===== src/rtl/ifu_fetch_queue.sv =====
// Instruction fetch unit: one outstanding imem request, DEPTH-entry {pc, ins} queue toward IDU.
// Optional perf counters are compiled in when IFU_PERF_CNT_EN is defined.
module ifu_fetch_queue #(
    parameter int              XLEN     = 32,
    parameter int              INST_W   = 32,
    parameter int              DEPTH    = 2,
    parameter logic [XLEN-1:0] RESET_PC = XLEN'(32'h8000_0000)
) (
    input  logic              clk,
    input  logic              rst,
    input  logic              redirect_valid,
    input  logic [XLEN-1:0]   redirect_pc,
    output logic              imem_req_valid,
    input  logic              imem_req_ready,
    output logic [XLEN-1:0]   imem_req_addr,
    input  logic              imem_rsp_valid,
    input  logic [INST_W-1:0] imem_rsp_data,
    output logic              out_valid,
    input  logic              out_ready,
    output logic [XLEN-1:0]   out_pc,
    output logic [INST_W-1:0] out_ins,
`ifdef IFU_PERF_CNT_EN
    output logic [31:0]       perf_fetch_cnt,
    output logic [31:0]       perf_flush_cnt,
`endif
    output logic [1:0]        dbg_state_o
);

    // Handshakes: a transfer happens on a rising edge where valid && ready are both high;
    // imem responses carry no ready and are always accepted.

    localparam int PTR_W = (DEPTH > 1) ? $clog2(DEPTH) : 1;
    localparam int CNT_W = PTR_W + 1;
    localparam logic [CNT_W-1:0] FULL_C = CNT_W'(DEPTH);

    typedef enum logic [1:0] {
        S_REQ  = 2'd0,
        S_WAIT = 2'd1,
        S_DROP = 2'd2
    } state_e;

    state_e            state_q, state_d;
    logic [XLEN-1:0]   fetch_pc_q, fetch_pc_d;
    logic [CNT_W-1:0]  count_q, count_d;
    logic [PTR_W-1:0]  rd_ptr_q, rd_ptr_d;
    logic [PTR_W-1:0]  wr_ptr_q, wr_ptr_d;
    logic [XLEN-1:0]   pc_mem  [DEPTH];
    logic [INST_W-1:0] ins_mem [DEPTH];

    logic req_hs;
    logic push;
    logic pop;

    assign req_hs = imem_req_valid && imem_req_ready;
    // Redirect wins over both queue ports in the same cycle.
    assign push   = (state_q == S_WAIT) && imem_rsp_valid && !redirect_valid;
    assign pop    = out_valid && out_ready && !redirect_valid;

    assign imem_req_addr = fetch_pc_q;
    assign out_valid     = !rst && (count_q != '0);
    assign out_pc        = pc_mem[rd_ptr_q];
    assign out_ins       = ins_mem[rd_ptr_q];

    always_ff @(posedge clk) begin
        if (rst) begin
            state_q <= S_REQ;
        end else begin
            state_q <= state_d;
        end
    end

    always_comb begin
        state_d = state_q;
        case (state_q)
            S_REQ:   if (req_hs) state_d = S_WAIT;
            S_WAIT: begin
                if (imem_rsp_valid)      state_d = S_REQ;
                else if (redirect_valid) state_d = S_DROP;
            end
            S_DROP:  if (imem_rsp_valid) state_d = S_REQ;
            default: state_d = S_REQ;
        endcase
    end

    // A request only goes out when a queue slot is free, so the later push never overflows.
    always_comb begin
        imem_req_valid = 1'b0;
        dbg_state_o    = state_q;
        if (!rst && (state_q == S_REQ) && (count_q < FULL_C) && !redirect_valid) begin
            imem_req_valid = 1'b1;
        end
    end

    always_comb begin
        fetch_pc_d = fetch_pc_q;
        count_d    = count_q;
        rd_ptr_d   = rd_ptr_q;
        wr_ptr_d   = wr_ptr_q;
        if (redirect_valid) begin
            fetch_pc_d = {redirect_pc[XLEN-1:2], 2'b00};
            count_d    = '0;
            rd_ptr_d   = '0;
            wr_ptr_d   = '0;
        end else begin
            if (push) begin
                fetch_pc_d = fetch_pc_q + XLEN'(4);
                wr_ptr_d   = wr_ptr_q + PTR_W'(1);
            end
            if (pop) begin
                rd_ptr_d = rd_ptr_q + PTR_W'(1);
            end
            case ({push, pop})
                2'b10:   count_d = count_q + CNT_W'(1);
                2'b01:   count_d = count_q - CNT_W'(1);
                default: count_d = count_q;
            endcase
        end
    end

    always_ff @(posedge clk) begin
        if (rst) begin
            fetch_pc_q <= RESET_PC;
            count_q    <= '0;
            rd_ptr_q   <= '0;
            wr_ptr_q   <= '0;
        end else begin
            fetch_pc_q <= fetch_pc_d;
            count_q    <= count_d;
            rd_ptr_q   <= rd_ptr_d;
            wr_ptr_q   <= wr_ptr_d;
        end
    end

    always_ff @(posedge clk) begin
        if (push) begin
            pc_mem[wr_ptr_q]  <= fetch_pc_q;
            ins_mem[wr_ptr_q] <= imem_rsp_data;
        end
    end

`ifdef IFU_PERF_CNT_EN
    logic [31:0] perf_fetch_q;
    logic [31:0] perf_flush_q;

    always_ff @(posedge clk) begin
        if (rst) begin
            perf_fetch_q <= '0;
            perf_flush_q <= '0;
        end else begin
            if (pop)            perf_fetch_q <= perf_fetch_q + 32'd1;
            if (redirect_valid) perf_flush_q <= perf_flush_q + 32'd1;
        end
    end

    assign perf_fetch_cnt = perf_fetch_q;
    assign perf_flush_cnt = perf_flush_q;
`else
    // Counters compiled out: no extra ports or state.
`endif

endmodule


===== config.mk =====
export PLATFORM = sky130hd
export DESIGN_NAME = ifu_fetch_queue
export DESIGN_NICKNAME = d
export VERILOG_FILES = /design/src/rtl/ifu_fetch_queue.sv
export SDC_FILE = /design/constraint.sdc
export NUM_CORES = 1
export LEC_CHECK = 0
export ABC_AREA = 0
export BUFFER_PORTS_ARGS = -buffer_cell sky130_fd_sc_hd__buf_2
export CAP_MARGIN = 10
export CORE_AREA = 10 10 133 123
export CTS_BUF_LIST = sky130_fd_sc_hd__clkbuf_8
export DETAILED_ROUTE_END_ITERATION = 10
export DIE_AREA = 0 0 143 133
export PLACE_DENSITY = 0.75
export RECOVER_POWER = 25
export SLEW_MARGIN = 20
export SYNTH_ARGS = -nofsm -noshare
export SYNTH_HDL_FRONTEND = slang
export SYNTH_SLANG_ARGS = --single-unit

===== constraint.sdc =====
create_clock -name clk -period 5.17 [get_ports clk]
set_input_delay 1.034 -clock clk [delete_from_list [all_inputs] [get_ports clk]]
set_output_delay 1.034 -clock clk [all_outputs]
set_load 0.02 [all_outputs]

After elaboration in Yosys (flattened, before gate mapping)
Memory sizes are Yosys's and may differ from the RTL's. A register that Yosys moved wholly into a read port is not among the register bits.
Cells that the tools add are included.

storage, ports and cells
  bits of input ports = 70
  bits in registers = 38
  logic and storage cells = 53
  memory bits (writable) = 128
  output and inout port bits = 100
  memories kept = 2

cells by class
  equality and inequality tests = 7
  add/sub/neg operators = 5
  magnitude comparators = 1
  reduce and logical (&&, ||, !) cells = 17
  multiplexer cells = 15

memories
  memory   words  width  rd ports  clocked after Yosys merged registers in  write ports  RTL line  RTL
  ins_mem  2      32     1         1                                        1            48        logic [INST_W-1:0] ins_mem [DEPTH];
  pc_mem   2      32     1         1                                        1            47        logic [XLEN-1:0] pc_mem [DEPTH];

operator list
  operator                                             number
  2-to-1 mux 32 bit                                    2
  adder 32 x 3 -> 32 bit, second input constant        1
  logical AND 1 bit                                    9
  2-to-1 mux 2 bit                                     4
  2-to-1 mux 1 bit                                     7
  case mux 2 bit (3 select lines)                      1
  nonzero test 2 bit                                   3
  equality test 2 x 1 -> 1 bit, second input constant  2
  equality test 2 bit, second input constant           2
  != test 2 bit, second input constant                 2
  case mux 2 bit (2 select lines)                      1
  != test 3 bit, second input constant                 1
  AND reduction 3 bit                                  1
  adder 1 bit, second input constant                   2
  adder 2 x 1 -> 2 bit, second input constant          1
  logical NOT 1 bit                                    2
  logical NOT 2 bit                                    1
  < comparator 2 bit, second input constant            1
  OR reduction 2 bit                                   1
  subtractor 2 x 1 -> 2 bit, second input constant     1

Depth between registers and ports, before layout
  depth after elaboration = 8
  gate-level depth with buffers = 8
  depth with buffers taken out = 6

Worst setup path after synthesis
OpenSTA, ideal clock, no wires.

  path type = input -> register
  from = in redirect_valid
  to = mem ins_mem[0][0] (enable)
  data required time = 4688 ps
  arrival time = 4058 ps
  path buffers = 1
  path slack = 630 ps
  library setup time = 482 ps
  stages on the path = 4
  cell sequence = clkbuf_1 > inv_2 > nand2b_1 > nor2_1

between the ends
  word-level cells in the longest chain between the ends = 4

ends and longest elaborated chain
  item                                    RTL line  RTL
  from (decl)                             11        input logic redirect_valid,
  logical NOT 1 bit                       56        assign push = (state_q == S_WAIT) && imem_rsp_valid && !redirect_valid;
  logical AND 1 bit                       56
  2-to-1 mux 1 bit                        135       if (push) begin
  2-to-1 mux 1 bit (not written as such)  137       ins_mem[wr_ptr_q] <= imem_rsp_data;
  to (decl)                               48

No other way between the ends.

Worst setup path after layout
  from = in rst
  to = out imem_req_valid

between the ends
  word-level cells in the longest chain between the ends = 5

ends and longest elaborated chain
  item                            RTL line  RTL
  from (decl)                     10        input logic rst,
  logical NOT 1 bit               89        if (!rst && (state_q == S_REQ) && (count_q < FULL_C) && !redirect_valid) begin
  logical AND 1 bit (3 in a row)  89
  2-to-1 mux 1 bit                89
  to (decl)                       13        output logic imem_req_valid,

No other way between the ends.

==> results.yml <==
synthesis:
  synth_edf_count: 124
  synth_top_family_by_area: "simple AND/OR/NAND/NOR gates"
  avgSynthCellArea_um2: 14.5
  synth_xor_area_share_pct: 1.97
  synth-compound-area-share_pct: 5.84
  synth_fa_ha_area_share_pct: 0.375
  synthFlopType: "edfxtp_1"
  yosys.area_share.simple_pct: 10.9
  netlist_area_um2: 6670
  synthTopCellsByArea: "edfxtp_1 56%, dfxtp_1 11%, mux2_2 11%"
  ys_warn_count: 0
  seq_area_frac_synth_pct: 67.0
  syn_inst: 460
  ys_ff_latch: 161
  synthMuxAreaShare_pct: 10.8
  synth_top_cell_area_share_pct: 55.9
  postSynth.asyncResetShare_pct: 0
  synth_cell_type_count: 51
  synth_area_leader_cell: "edfxtp_1"
route:
  routed_wl_mm: 15.7
  drt_iter0_drc: 258
  wl_per_cell_um: 19.4
  first_pass_iters: 4
  via_per_inst: 5.57
  route.detailed.drc: 0
  vias: 4487
  ant_nets: 0
clock_network:
  clkLatencyLatePin_ns: 0.45
  cts_buffers: 17
  cts.htree.levels: 4
  cts_tree: "done"
  cts_setup_buffers: 0
  ctsLongestPathBuffers: 2
  path_clk_slew_ns: 0.08
  cts_sinks: 161
  cts_hold_buf: 0
  cts_resized: 0
  cts_root_buf: "clkbuf_8"
pwr:
  seqPwrFrac_pct: 55.7
  swShare_pct: 21.4
  p_comb_share_pct: 5.3
  p_per_area_nw_per_um2: 324
  total_power_w: 0.00260
  intPower_w: 0.00205
  switchingPower_w: 0.000556
  peakVddDrop_mv: 0.195
  power.share.clock_pct: 39.0
  p_leak_nw: 2.93
timing:
  fin_worst_skew_ns: 0.0124
  fin_crit_sh_pct: 65.6
  maxSlewViolCount: 0
  slew_headroom_pct: 48.3
  rsz0062_at_grt: "false"
  hold_viol_final: 0
  fin_ws_ns: 1.78
  worst_pin_slew_ns: 0.774
  fin_crit_ns: 3.39
  final-setup-viol-count: 0
  fin_setup_tns_ns: 0
  fmax_ghz: 0.295
floorplan:
  initial_core_util_pct: 48.7
  core-area_um2: 13700
  die-area_um2: 19000
  rows: 41
  die_h_um: 133
  die_w_um: 143
  io_pins: 170
critical_path:
  startpoint_type: "primary input"
  critPathKind: "primary input to output port"
  crit_required_ns: 4.14
  worstSetupEndpointType: "output port"
  critPathMaxFanout: 36
  cp.arrival_ns: 2.36
final_layout:
  insertedDiodeCount: 0
  nNetsFinal: 693
  final_util_pct: 58.6
  drive_above_1_share_pct: 41.6
  syn_to_final_growth_pct: 20.4
grt:
  grt_pass1_wl_mm: 24.6
  gr-total-overflow: 0
  antenna_found_initial: 1
  first_global_vias: 4605
  grt_use_total_pct: 16.4
  grt_max_degree: 56
place:
  place.gp.congestion: 0.767
  dp_slack_ns: 1.48
  dpl.hpwl_mm: 11.0
  io_buffers: 163
run:
  maxCapViolCount: 0
worst_hold_path:
  hp-class: "register to register"
outcome:
  outcome: "completed"
## routing by layer
layer | global-route usage [%] | share of wire [%] | up-vias | wire length [um]
met4 | 5.33 | 1.4 | 2 | 219
met2 | 25.8 | 47 | 168 | 7360
met3 | 6.12 | 8.2 | 19 | 1280
met1 | 20.3 | 43 | 2198 | 6800
li1 | - | - | 2100 | -
met5 | 0 | 0.070 | - | 11
## cells in the final DEF, fill, tap and decap left out, types with 3 or more instances in the layout
| cell type | synthesis | final |
|---|---|---|
| a2111oi_0 | 3 | 3 |
| clkbuf_1 | 15 | 6 |
| nor4_1 | 4 | 4 |
| o31ai_1 | 8 | 8 |
| a311oi_1 | 12 | 12 |
| buf_4 | 5 | 4 |
| bufinv_16 | 0 | 5 |
| mux2_2 | 64 | 64 |
| dfxtp_1 | 37 | 36 |
| a21oi_1 | 5 | 5 |
| a211oi_1 | 11 | 11 |
| or3_1 | 3 | 3 |
| xnor2_1 | 5 | 5 |
| edfxtp_1 | 124 | 124 |
| and4_2 | 3 | 3 |
| inv_1 | 8 | 10 |
| o21ai_0 | 6 | 6 |
| and4_1 | 6 | 6 |
| or4_1 | 11 | 11 |
| nand3_1 | 13 | 13 |
| xor2_1 | 10 | 10 |
| nand4_1 | 9 | 9 |
| conb_1 | 1 | 4 |
| nor2_1 | 38 | 36 |
| and3_1 | 4 | 4 |
| buf_2 | 0 | 157 |
| clkinv_2 | 0 | 4 |
| nand2_1 | 16 | 16 |
| and2_1 | 5 | 5 |
| clkbuf_8 | 0 | 18 |
## power groups by stage
| stage | sequential (W) | clock, W | combinational (W) |
|---|---|---|---|
| 2_1_floorplan | 0.00149 | 0 | 0.0000622 |
| 3_3_place_gp | 0.00148 | 0 | 0.000136 |
| 3_5_place_dp | 0.00148 | 0 | 0.000140 |
| 4_1_cts | 0.00145 | 0.00104 | 0.000141 |
| 5_1_grt | 0.00145 | 0.00109 | 0.000152 |
| 6_report | 0.00145 | 0.00101 | 0.000139 |
## through the flow
stage | instance area, um2 | std cells | hold slack [ns]
2_1_floorplan | 6680 | 463 | 0.472
4_1_cts | 8030 | 806 | 0.528
6_report | 8020 | 806 | 0.516
5_1_grt | 8020 | 806 | 0.547
3_5_place_dp | 7580 | 774 | 0.506
3_3_place_gp | 7580 | 774 | 0.486
## sequential cells by signal, indices dropped and copies added, names as in the netlist, named ones only
signal         count
ins_mem           64
pc_mem            60
imem_req_addr     30
count_q            2
dbg_state_o        2
rd_ptr_q           1
wr_ptr_q           1
## final cells by class
class	instances	area (um2)
Clock buffer	18	248
Clock inverter	14	196
Fill cell	1082	5670
Inverter	9	33.8
Multi-Input combinational cell	265	2020
Sequential cell	161	4470
Tap cell	172	215
Timing Repair Buffer	167	838
## worst paths after layout
check                      start              to  slack, ns  cells after the start
setup / recovery             rst  imem_req_valid       1.78                      4
hold / removal          rd_ptr_q        rd_ptr_q       0.52                      2
setup reg to reg  dbg_state_o[0]   pc_mem[1][29]       2.74                      4
hold reg to reg         rd_ptr_q        rd_ptr_q       0.52                      2
## cell usage after synthesis, types with 5 or more instances
cell type	n
a211oi_1	11
a21oi_1	5
a311oi_1	12
and2_1	5
and4_1	6
buf_4	5
clkbuf_1	15
dfxtp_1	37
edfxtp_1	124
inv_1	8
mux2_2	64
nand2_1	16
nand3_1	13
nand4_1	9
nor2_1	38
o21ai_0	6
o31ai_1	8
or4_1	11
xnor2_1	5
xor2_1	10
## critical path, cell delays in order
cell and delay (ns):
buf_2 0.31, or2_2 0.48, nor4_1 0.28, buf_2 0.24
## cells by family after synthesis
kind of cell | Yosys count
AOI/OAI and AO/OA | 52
xor gates and xnor gates | 15
adders and majority gates | 2
buffers and inverters | 37
DFF | 161
muxes | 64
other | 1
and+or+nand+nor | 128
Note: power is estimated with default switching activity, not from simulation.
